File: src/rtl/tdm_demux_rx.sv
// rtl/tdm_demux_rx.sv - TDM serial link receiver: frame_sync alignment, slot deserialisation, flywheel lock
module tdm_demux_rx #(
   parameter int N_CH = 4,
   parameter int W    = 8
) (
   input  logic              clock,
   input  logic              reset_b,
   input  logic              enable,
   input  logic              d_in,
   input  logic              frame_sync,
   output logic [N_CH*W-1:0] ch_data,
   output logic [N_CH-1:0]   ch_valid,
   output logic              frame_done,
   output logic              locked,
   output logic              sync_err
);

   localparam int BW = (W > 2) ? $clog2(W) : 1;
   localparam int SW = (N_CH > 2) ? $clog2(N_CH) : 1;
   localparam logic [BW-1:0] BIT_LAST  = BW'(W - 1);
   localparam logic [SW-1:0] SLOT_LAST = SW'(N_CH - 1);

   typedef enum logic {HUNT, RUN} state_t;

   state_t        state;
   logic [BW-1:0] bit_cnt;
   logic [SW-1:0] slot_cnt;
   logic [W-2:0]  shreg;
   logic          miss;
   logic [W-1:0]  word;
   logic          boundary;

   // Word as it would stand including the bit on the line this cycle.
   always_comb begin
      word     = {shreg, d_in};
      boundary = (bit_cnt == '0) && (slot_cnt == '0);
   end

   // Framing FSM, deserialiser and registered outputs; pulses last one clock.
   always_ff @(posedge clock or negedge reset_b) begin
      if (!reset_b) begin
         state      <= HUNT;
         bit_cnt    <= '0;
         slot_cnt   <= '0;
         shreg      <= '0;
         miss       <= 1'b0;
         ch_data    <= '0;
         ch_valid   <= '0;
         frame_done <= 1'b0;
         locked     <= 1'b0;
         sync_err   <= 1'b0;
      end else begin
         ch_valid   <= '0;
         frame_done <= 1'b0;
         sync_err   <= 1'b0;
         if (enable) begin
            case (state)
               HUNT: begin
                  if (frame_sync) begin
                     state    <= RUN;
                     locked   <= 1'b1;
                     shreg    <= word[W-2:0];
                     bit_cnt  <= BW'(1);
                     slot_cnt <= '0;
                     miss     <= 1'b0;
                  end
               end
               RUN: begin
                  if (frame_sync && !boundary) begin
                     // Misplaced sync: drop the partial word and realign on this bit.
                     sync_err <= 1'b1;
                     shreg    <= word[W-2:0];
                     bit_cnt  <= BW'(1);
                     slot_cnt <= '0;
                     miss     <= 1'b0;
                  end else if (boundary && !frame_sync && miss) begin
                     // Two boundaries in a row without sync: lock is lost.
                     state    <= HUNT;
                     locked   <= 1'b0;
                     bit_cnt  <= '0;
                     slot_cnt <= '0;
                     miss     <= 1'b0;
                  end else begin
                     if (boundary) begin
                        miss <= !frame_sync;
                     end
                     shreg <= word[W-2:0];
                     if (bit_cnt == BIT_LAST) begin
                        for (int k = 0; k < N_CH; k++) begin
                           if (slot_cnt == SW'(k)) begin
                              ch_data[k*W +: W] <= word;
                              ch_valid[k]       <= 1'b1;
                           end
                        end
                        frame_done <= (slot_cnt == SLOT_LAST);
                        bit_cnt    <= '0;
                        slot_cnt   <= (slot_cnt == SLOT_LAST) ? '0 : slot_cnt + 1'b1;
                     end else begin
                        bit_cnt <= bit_cnt + 1'b1;
                     end
                  end
               end
               default: state <= HUNT;
            endcase
         end
      end
   end

endmodule

File: config.mk
export PLATFORM = sky130hd
export DESIGN_NAME = tdm_demux_rx
export DESIGN_NICKNAME = d
export VERILOG_FILES = /design/src/rtl/tdm_demux_rx.sv
export SDC_FILE = /design/constraint.sdc
export NUM_CORES = 1
export LEC_CHECK = 0
export ABC_AREA = 1
export CAP_MARGIN = 20
export CORE_UTILIZATION = 51
export DETAILED_ROUTE_END_ITERATION = 10
export PLACE_DENSITY = 0.89
export SETUP_SLACK_MARGIN = 0.2
export SYNTH_ARGS = -nofsm -noshare
export SYNTH_HDL_FRONTEND = slang
export SYNTH_SLANG_ARGS = --single-unit
File: constraint.sdc
create_clock -name clock -period 2 [get_ports clock]
set_input_delay 0.4 -clock clock [delete_from_list [all_inputs] [get_ports clock]]
set_output_delay 0.4 -clock clock [all_outputs]
set_load 0.01 [all_outputs]
# Yosys cells after proc, flatten, opt, wreduce, memory -nomap -nowiden
# Index checks and enable logic that the tools add are counted.
# totals
register_bits	53
word_cells	90
# op_classes
n_addsub	2
eq_ne	10
muxes	45
bitwise	3
n_reduce_logical	17
# op_table
cell	n
6-bit AND reduction	4
1-bit two-way mux	22
7-bit two-way mux	3
4-bit two-way mux	5
7-bit one-hot mux with 2 select lines	1
3-bit two-way mux	4
2-bit two-way mux	5
3-bit AND reduction	3
4-bit by 1-bit != test with 1-bit output, second input constant	2
1-bit one-hot mux with 2 select lines	3
3-bit one-hot mux with 2 select lines	1
2-bit equality test, second input constant	2
1-bit logical AND	4
2-bit != test, second input constant	2
2-bit one-hot mux with 2 select lines	1
4-bit AND reduction	1
3-bit by 1-bit adder with 3-bit output, second input constant	1
3-bit equality test, second input constant	1
3-bit logical NOT	1
3-bit != test, second input constant	1
1-bit NOT	3
2-bit by 1-bit adder with 2-bit output, second input constant	1
2-bit by 1-bit equality test with 1-bit output, second input constant	1
1-bit logical NOT	2
other kinds (3)	3

# Logic depth before layout (Yosys ltp)
# logic_depth
word_depth	8
depth_mapped	10

# Worst setup path after synthesis
# No wires, ideal clock.
# synth_path
kind	register -> register
from	register slot_cnt[0]
to	register ch_data[0]
setup_ns	0.117
t_arrival_ns	1.375
path_slack_ns	0.509
stages_incl_launch_ff	11
n_path_buf	0
period_less_slack_ns	1.491
path_cell_list	dfrtp_1 inv_1 ha_1 nand2_1 nor2_2 nand2_2 nand3_4 inv_4 nand2_4 nand2_1 nand2_1
# synth_via
elab_chain_cells	6
# synth_lines
element	line_no	source
start: declaration	27	logic [SW-1:0] slot_cnt;
start signal: assignment	97	slot_cnt <= (slot_cnt == SLOT_LAST) ? '0 : slot_cnt + 1'b1;
2-bit logical NOT (*)	36, 90	
1-bit logical AND	36	boundary = (bit_cnt == '0) && (slot_cnt == '0);
1-bit logical AND / 1-bit logical NOT (equally long branches)	76, 69	
1-bit logical AND, on equally long branches	76, 69	
1-bit NOT (no source line)	--	
6-bit AND reduction (no source line) (*)	--	
end signal: indexed assignment	91	ch_data[k*W +: W] <= word;
end: declaration	11	output logic [N_CH*W-1:0] ch_data,
# Mark *: on every way between the ends. The rest lies on a longest branch, timed or not.
# A chain may end at the register's enable or synchronous reset.

# Worst setup path after layout
# layout_path
from	register slot_cnt[0]
to	register ch_data[20]
# layout_via
elab_chain_cells	6
# layout_lines
element	line_no
2-bit logical NOT	36
1-bit logical AND	36
1-bit logical AND / 1-bit logical NOT (equally long branches)	76, 69
1-bit logical AND, on equally long branches	76, 69
1-bit NOT (no source line)	--
6-bit AND reduction (no source line) (*)	--
# Marks and branches as above.

==> out/results.ini <==
[run_status]
status=finished, final reports clean

[timing]
fmax_mhz=593
layout_setup_ws_ns=0.314
grt_setup_unrepaired=yes
min_period_ns=1.69
tns_ns=0
finClkSkew_ns=0.00936
finalSetupViolCount=0
final_max_slew_viol_count=0
relSlewSlack_pct=57.8
worst_pin_slew_ns=0.633
post-route-period-util_pct=84.3
hold_viol=0

[worst_setup_path]
critical-path-top-delay-family=simple AND/OR/NAND/NOR gates
worstSetupEndpointType=register
cp_data_arrival_time_ns=1.89
critPathMaxFanout=8
crit_chain=inv_1, ha_1, nand3_1, nand2_1, nand3_4, inv_6, nand2_4, nand2_1, nand2_1
crit_path_frequent_cell=nand2_1
slowest_stage=dfrtp_2
cp_num_buf_inv=2
path_class=register to register
slowest_delay_ns=0.45
critPathLaunchType=register
crit_required_ns=2.20

[die]
core_area_um2=4090
start_util_pct=54.2
die_area_um2=4610
rows=23
die_w_um=67.9
ios=44
chipHeight_um=67.9

[grt]
grt_pass1_wl_mm=7.38
grt_pass1_vias=1630
track_usage_pct=22.2
globalRoute.totalOverflow=0
antenna_found_initial=0
grt_max_degree=53

[pwr]
ir_drop_uv=493
total_power_mw=2.39
leakage_nw=1.53
power_density_nw_per_um2=848

[clocking]
clk_pin_slew_ns=0.09
cts_tree=built
root_buffer=clkbuf_8
clockBufferDepth=2
cts_hold_buf=0
cts.sink_count=52
cts_buffers=5
worstSkewPairLatency_ns=0.31
cts.htree.levels=2

[route]
ant_nets=0
drc_errors=0
wl_mm=4.46
routedWlPerCell_um=12.7
vias=1762
drtIter0Drc=146
firstDrtPassIters=4
via_per_inst=5.03

[place]
gp_congestion=0.941
place_ws_ns=0.110
port_buffers=43
dp_hpwl_mm=3.24

[layout]
area_growth_pct=27.1
antenna_cells=0
drive_above_1_share_pct=10.3
nets=311
num-fill-cells=325

[logic_synthesis]
synth_common_cells=nand2_1 (137), dfrtp_1 (52), inv_1 (12)
yosysWarnings=0
ys_types=18
syn_area_um2=2210
synth-edff-count=0
syn-num-nets=260
ys_seq_elements=52
ys_seq_area_share_pct=58.8
synth_area_leader_cell=dfrtp_1
synth_top_area_share_pct=58.8
synth.avg_cell_area_um2=8.93
netlist_instances=248
synthArstFlopShare_pct=100
ys.flop_type=dfrtp_1
synth_most_common_cell=nand2_1
synthTopCellsByArea=dfrtp_1 (59%), nand2_1 (23%), ha_1 (4.0%)

[flow_run]
drv_cap=0

[worst_hold_path]
hold_path_class=primary input to asynchronous set/reset pin

## routing by layer
layer  share of wire, %  global-route usage, %  up-vias
li1                   -                      -      864
met5                  0                      0        -
met3                4.6                   5.50        7
met2                 50                   37.1       51
met4                1.5                   7.03        0
met1                 44                   28.3      840
## registers in the layout, summed over array words and instances, names as in the netlist
name and cells:
slot_cnt 2, miss 1, locked 1, bit_cnt 3, sync_err 1, ch_data 32
state 1, ch_valid 4, shreg 7
## layout by cell type (no fill, tap or decap), drive strengths merged, types with 2 or more instances in the layout
| cell type | count |
|---|---|
| nand3 | 6 |
| clkdlybuf4s50 | 42 |
| ha | 7 |
| buf | 3 |
| nand2 | 145 |
| a21oi | 2 |
| clkbuf | 6 |
| o21ai | 8 |
| nor2 | 9 |
| dfrtp | 52 |
| inv | 17 |
## worst register-to-register path: cells and delay by family (launching register included)
family	cells	cell delay (ns)
buffers and inverters	2	0.24
flip-flops	1	0.45
adder cells (fa/ha/maj)	1	0.19
AND/OR/NAND/NOR	6	0.69
## worst paths after layout
kind	startpoint	endpoint	slack, ns	depth (start not counted)
setup / recovery	slot_cnt[0]	ch_data[20]	0.31	9
hold / removal	reset_b	ch_data[28]	0.19	2
setup reg to reg	slot_cnt[0]	ch_data[20]	0.31	9
hold reg to reg	ch_data[27]	ch_data[27]	0.48	2
max in group asynchronous	reset_b	slot_cnt[0]	1.35	2
min in group clock	ch_data[27]	ch_data[27]	0.48	2
## layout make-up
class / instances / area [um^2] / area share (%)
repair buffers: 45 / 440 / 15.6
clock buffers: 6 / 82.6 / 2.93
inverters: 16 / 65.1 / 2.31
flip-flops and latches: 52 / 1300 / 46.3
well taps: 50 / 62.6 / 2.22
clock inverters: 2 / 13.8 / 0.489
multi-input cells: 179 / 848 / 30.1
## cell families after synthesis
family          synth area share (%)
fa+ha+maj                       3.95
compound gates                  2.26
buf+inv                         3.16
simple gates                    31.9
flops                           58.8
## metrics by stage
stage                     std cells  cell area [um^2]  util (%)  hold slack, ns
after detailed placement        342              2710      66.3           0.461
after global placement          342              2710      66.3           0.457
after CTS                       350              2810      68.7           0.210
after global routing            350              2820      68.9           0.242
final                           350              2820      68.9           0.193
after floorplan                 248              2210         -           0.104
## power breakdown
group | switching (mW) | leakage [nW] | total, mW | internal, mW
Clock | 0.344 | 0.0516 | 0.627 | 0.283
Combinational | 0.254 | 0.775 | 0.449 | 0.195
Sequential | 0.143 | 0.705 | 1.31 | 1.17
## repair_timing
item                                   in CTS  in global routing
gates resized for setup                     0                  3
endpoints found under the hold margin       0                  0
setup endpoints to repair                   0                 35
setup buffers                               0                  0
Power figures use the tool's default switching activity.
==> edit: new RTL, same flow settings <==
Register the output `ch_data` once more, without a reset; this adds one clock of latency there. The other outputs are not delayed to match.
--- a/src/rtl/tdm_demux_rx.sv
+++ b/src/rtl/tdm_demux_rx.sv
@@ -23,4 +23,6 @@
    typedef enum logic {HUNT, RUN} state_t;
 
+   logic [N_CH*W-1:0] ch_data_s0;
+
    state_t        state;
    logic [BW-1:0] bit_cnt;
@@ -45,5 +47,5 @@
          shreg      <= '0;
          miss       <= 1'b0;
-         ch_data    <= '0;
+         ch_data_s0 <= '0;
          ch_valid   <= '0;
          frame_done <= 1'b0;
@@ -89,5 +91,5 @@
                         for (int k = 0; k < N_CH; k++) begin
                            if (slot_cnt == SW'(k)) begin
-                              ch_data[k*W +: W] <= word;
+                              ch_data_s0[k*W +: W] <= word;
                               ch_valid[k]       <= 1'b1;
                            end
@@ -107,4 +109,8 @@
    end
 
+   always_ff @(posedge clock) begin
+      ch_data <= ch_data_s0;
+   end
+
 endmodule
 
Check against the original RTL: not equivalent (Yosys sat finds a counterexample within 10 cycles, from zero or initial values and one cycle with reset_b low).
==> edit against the unedited design <==
- cell count increased by 18%
- area after synthesis grew 29%
- sequential cell count increased by 32
- largest power group unchanged
- clock power increased by 75%
- via count increased by 16%
- highest routed layer unchanged
- setup slack improved by 4.1 ps
- combinational power increased by 4.9%
- non-clock buffer count increased by 2
- final area increased by 28%
- wire length rose by 23%
- sequential share of layout area rose by 7.7 points
- largest cell class unchanged
- total power increased by 49%
==> edit: results (changes against the unedited design) <==
top cells by count, synth: nand2_1 (135), dfrtp_1 (52), dfxtp_1 (32), inv_1 (12), nand3_1 (11)
final setup skew: 7.11 ps (-2.25 ps)
Total Routed Length: 5480 um (+23%)
DP HPWL: 3800 um (+17%)
Leak Pwr: 1.87 nW (+22%)
first-pass GRT wire length: 9340 um (+27%)
synth top area cells: dfrtp_1 (45%), dfxtp_1 (22%), nand2_1 (18%)
critical path arrival: 1940 ps (+50 ps)
total CTS buffers: 9 (+4)
Clk Latency, worst-skew pair: 360 ps (+50 ps)
biggest regs: ch_data (32), ch_data_s0 (32), shreg (7)
H-tree levels: 3 (+1)
slowest CP cell: dfrtp_1
DR vias: 2,049 (+16%)
Iter 0 DRT Violations: 181 (+24%)
max incr delay on CP: 420 ps (-30 ps)
gp weighted congestion: 0.869 (-7.6%)
Total GRT Usage: 21.1% (-1.1 points)
dpl cells: 395 (+15%)
asr flop ratio synth: 61.9% (-38 points)
largest net degree at the start of global routing: 31 (-42%)
Critical Path Start: slot_cnt[1]
register area share after synthesis: 67.7% (+9.0 points)
Filler Cell Count: 396 (+22%)
pre-CTS WS: 103 ps (-7.50 ps)
layout cells sized above 1: 10.8% (+0.49 points)
status: completed
routed vias/inst: 4.97 (-1.2%)
Max IR drop VDD: 0.456 mV (-7.6%)
Cells after Synth: 282 (+14%)
[edit: changes by cell type after synthesis]
| cell | before | now |
|---|---|---|
| dfxtp_1 | 0 | 32 |
| nand3_1 | 5 | 11 |
| o21ai_0 | 8 | 5 |
| buf_2 | 0 | 2 |
| nand2_1 | 137 | 135 |
| nand2_2 | 4 | 2 |
| a22oi_1 | 0 | 1 |
| inv_2 | 3 | 2 |
| nor2_1 | 4 | 5 |
[edit: kinds of logic after synthesis]
| logic type | synth area share, % |
|---|---|
| simple gates | 25.1 |
| compound gates | 1.48 |
| fa+ha+maj | 3.05 |
| buf+inv | 2.66 |
| flops | 67.7 |
[edit: worst paths after layout]
kind	endpoint	slack, ps	cells past startpoint
min reg2reg	ch_data[28]	370	0
max in group asynchronous	ch_data_s0[28]	1440	2
min	ch_data_s0[25]	10	1
max	ch_data_s0[25]	320	9
min in group clock	ch_data[28]	370	0
max reg2reg	ch_data_s0[25]	320	9
[edit: area by class of cell]
class	count	area, um^2	share of cell area, %
flip-flops and latches	84	1940	54.0
clock inverters	7	58.8	1.63
inverters	15	58.8	1.63
multi-input cells	180	860	23.9
well taps	70	87.6	2.43
repair buffers	47	468	13.0
clock buffers	9	124	3.44
[edit: power breakdown]
part,internal [mW],switching (mW)
clock,0.469,0.635
combinational,0.205,0.266
sequential,1.84,0.150
[edit: layer usage]
| metal | vias to the layer above | global-route usage, % | routed length, um | share of wire [%] |
|---|---|---|---|---|
| met1 | 980 | 26.2 | 2360 | 43 |
| met3 | 16 | 5.36 | 264 | 4.8 |
| met2 | 71 | 33.4 | 2690 | 49 |
| met4 | 0 | 12.6 | 161 | 2.9 |
| met5 | - | 0 | 0 | 0 |
| li1 | 982 | - | - | - |
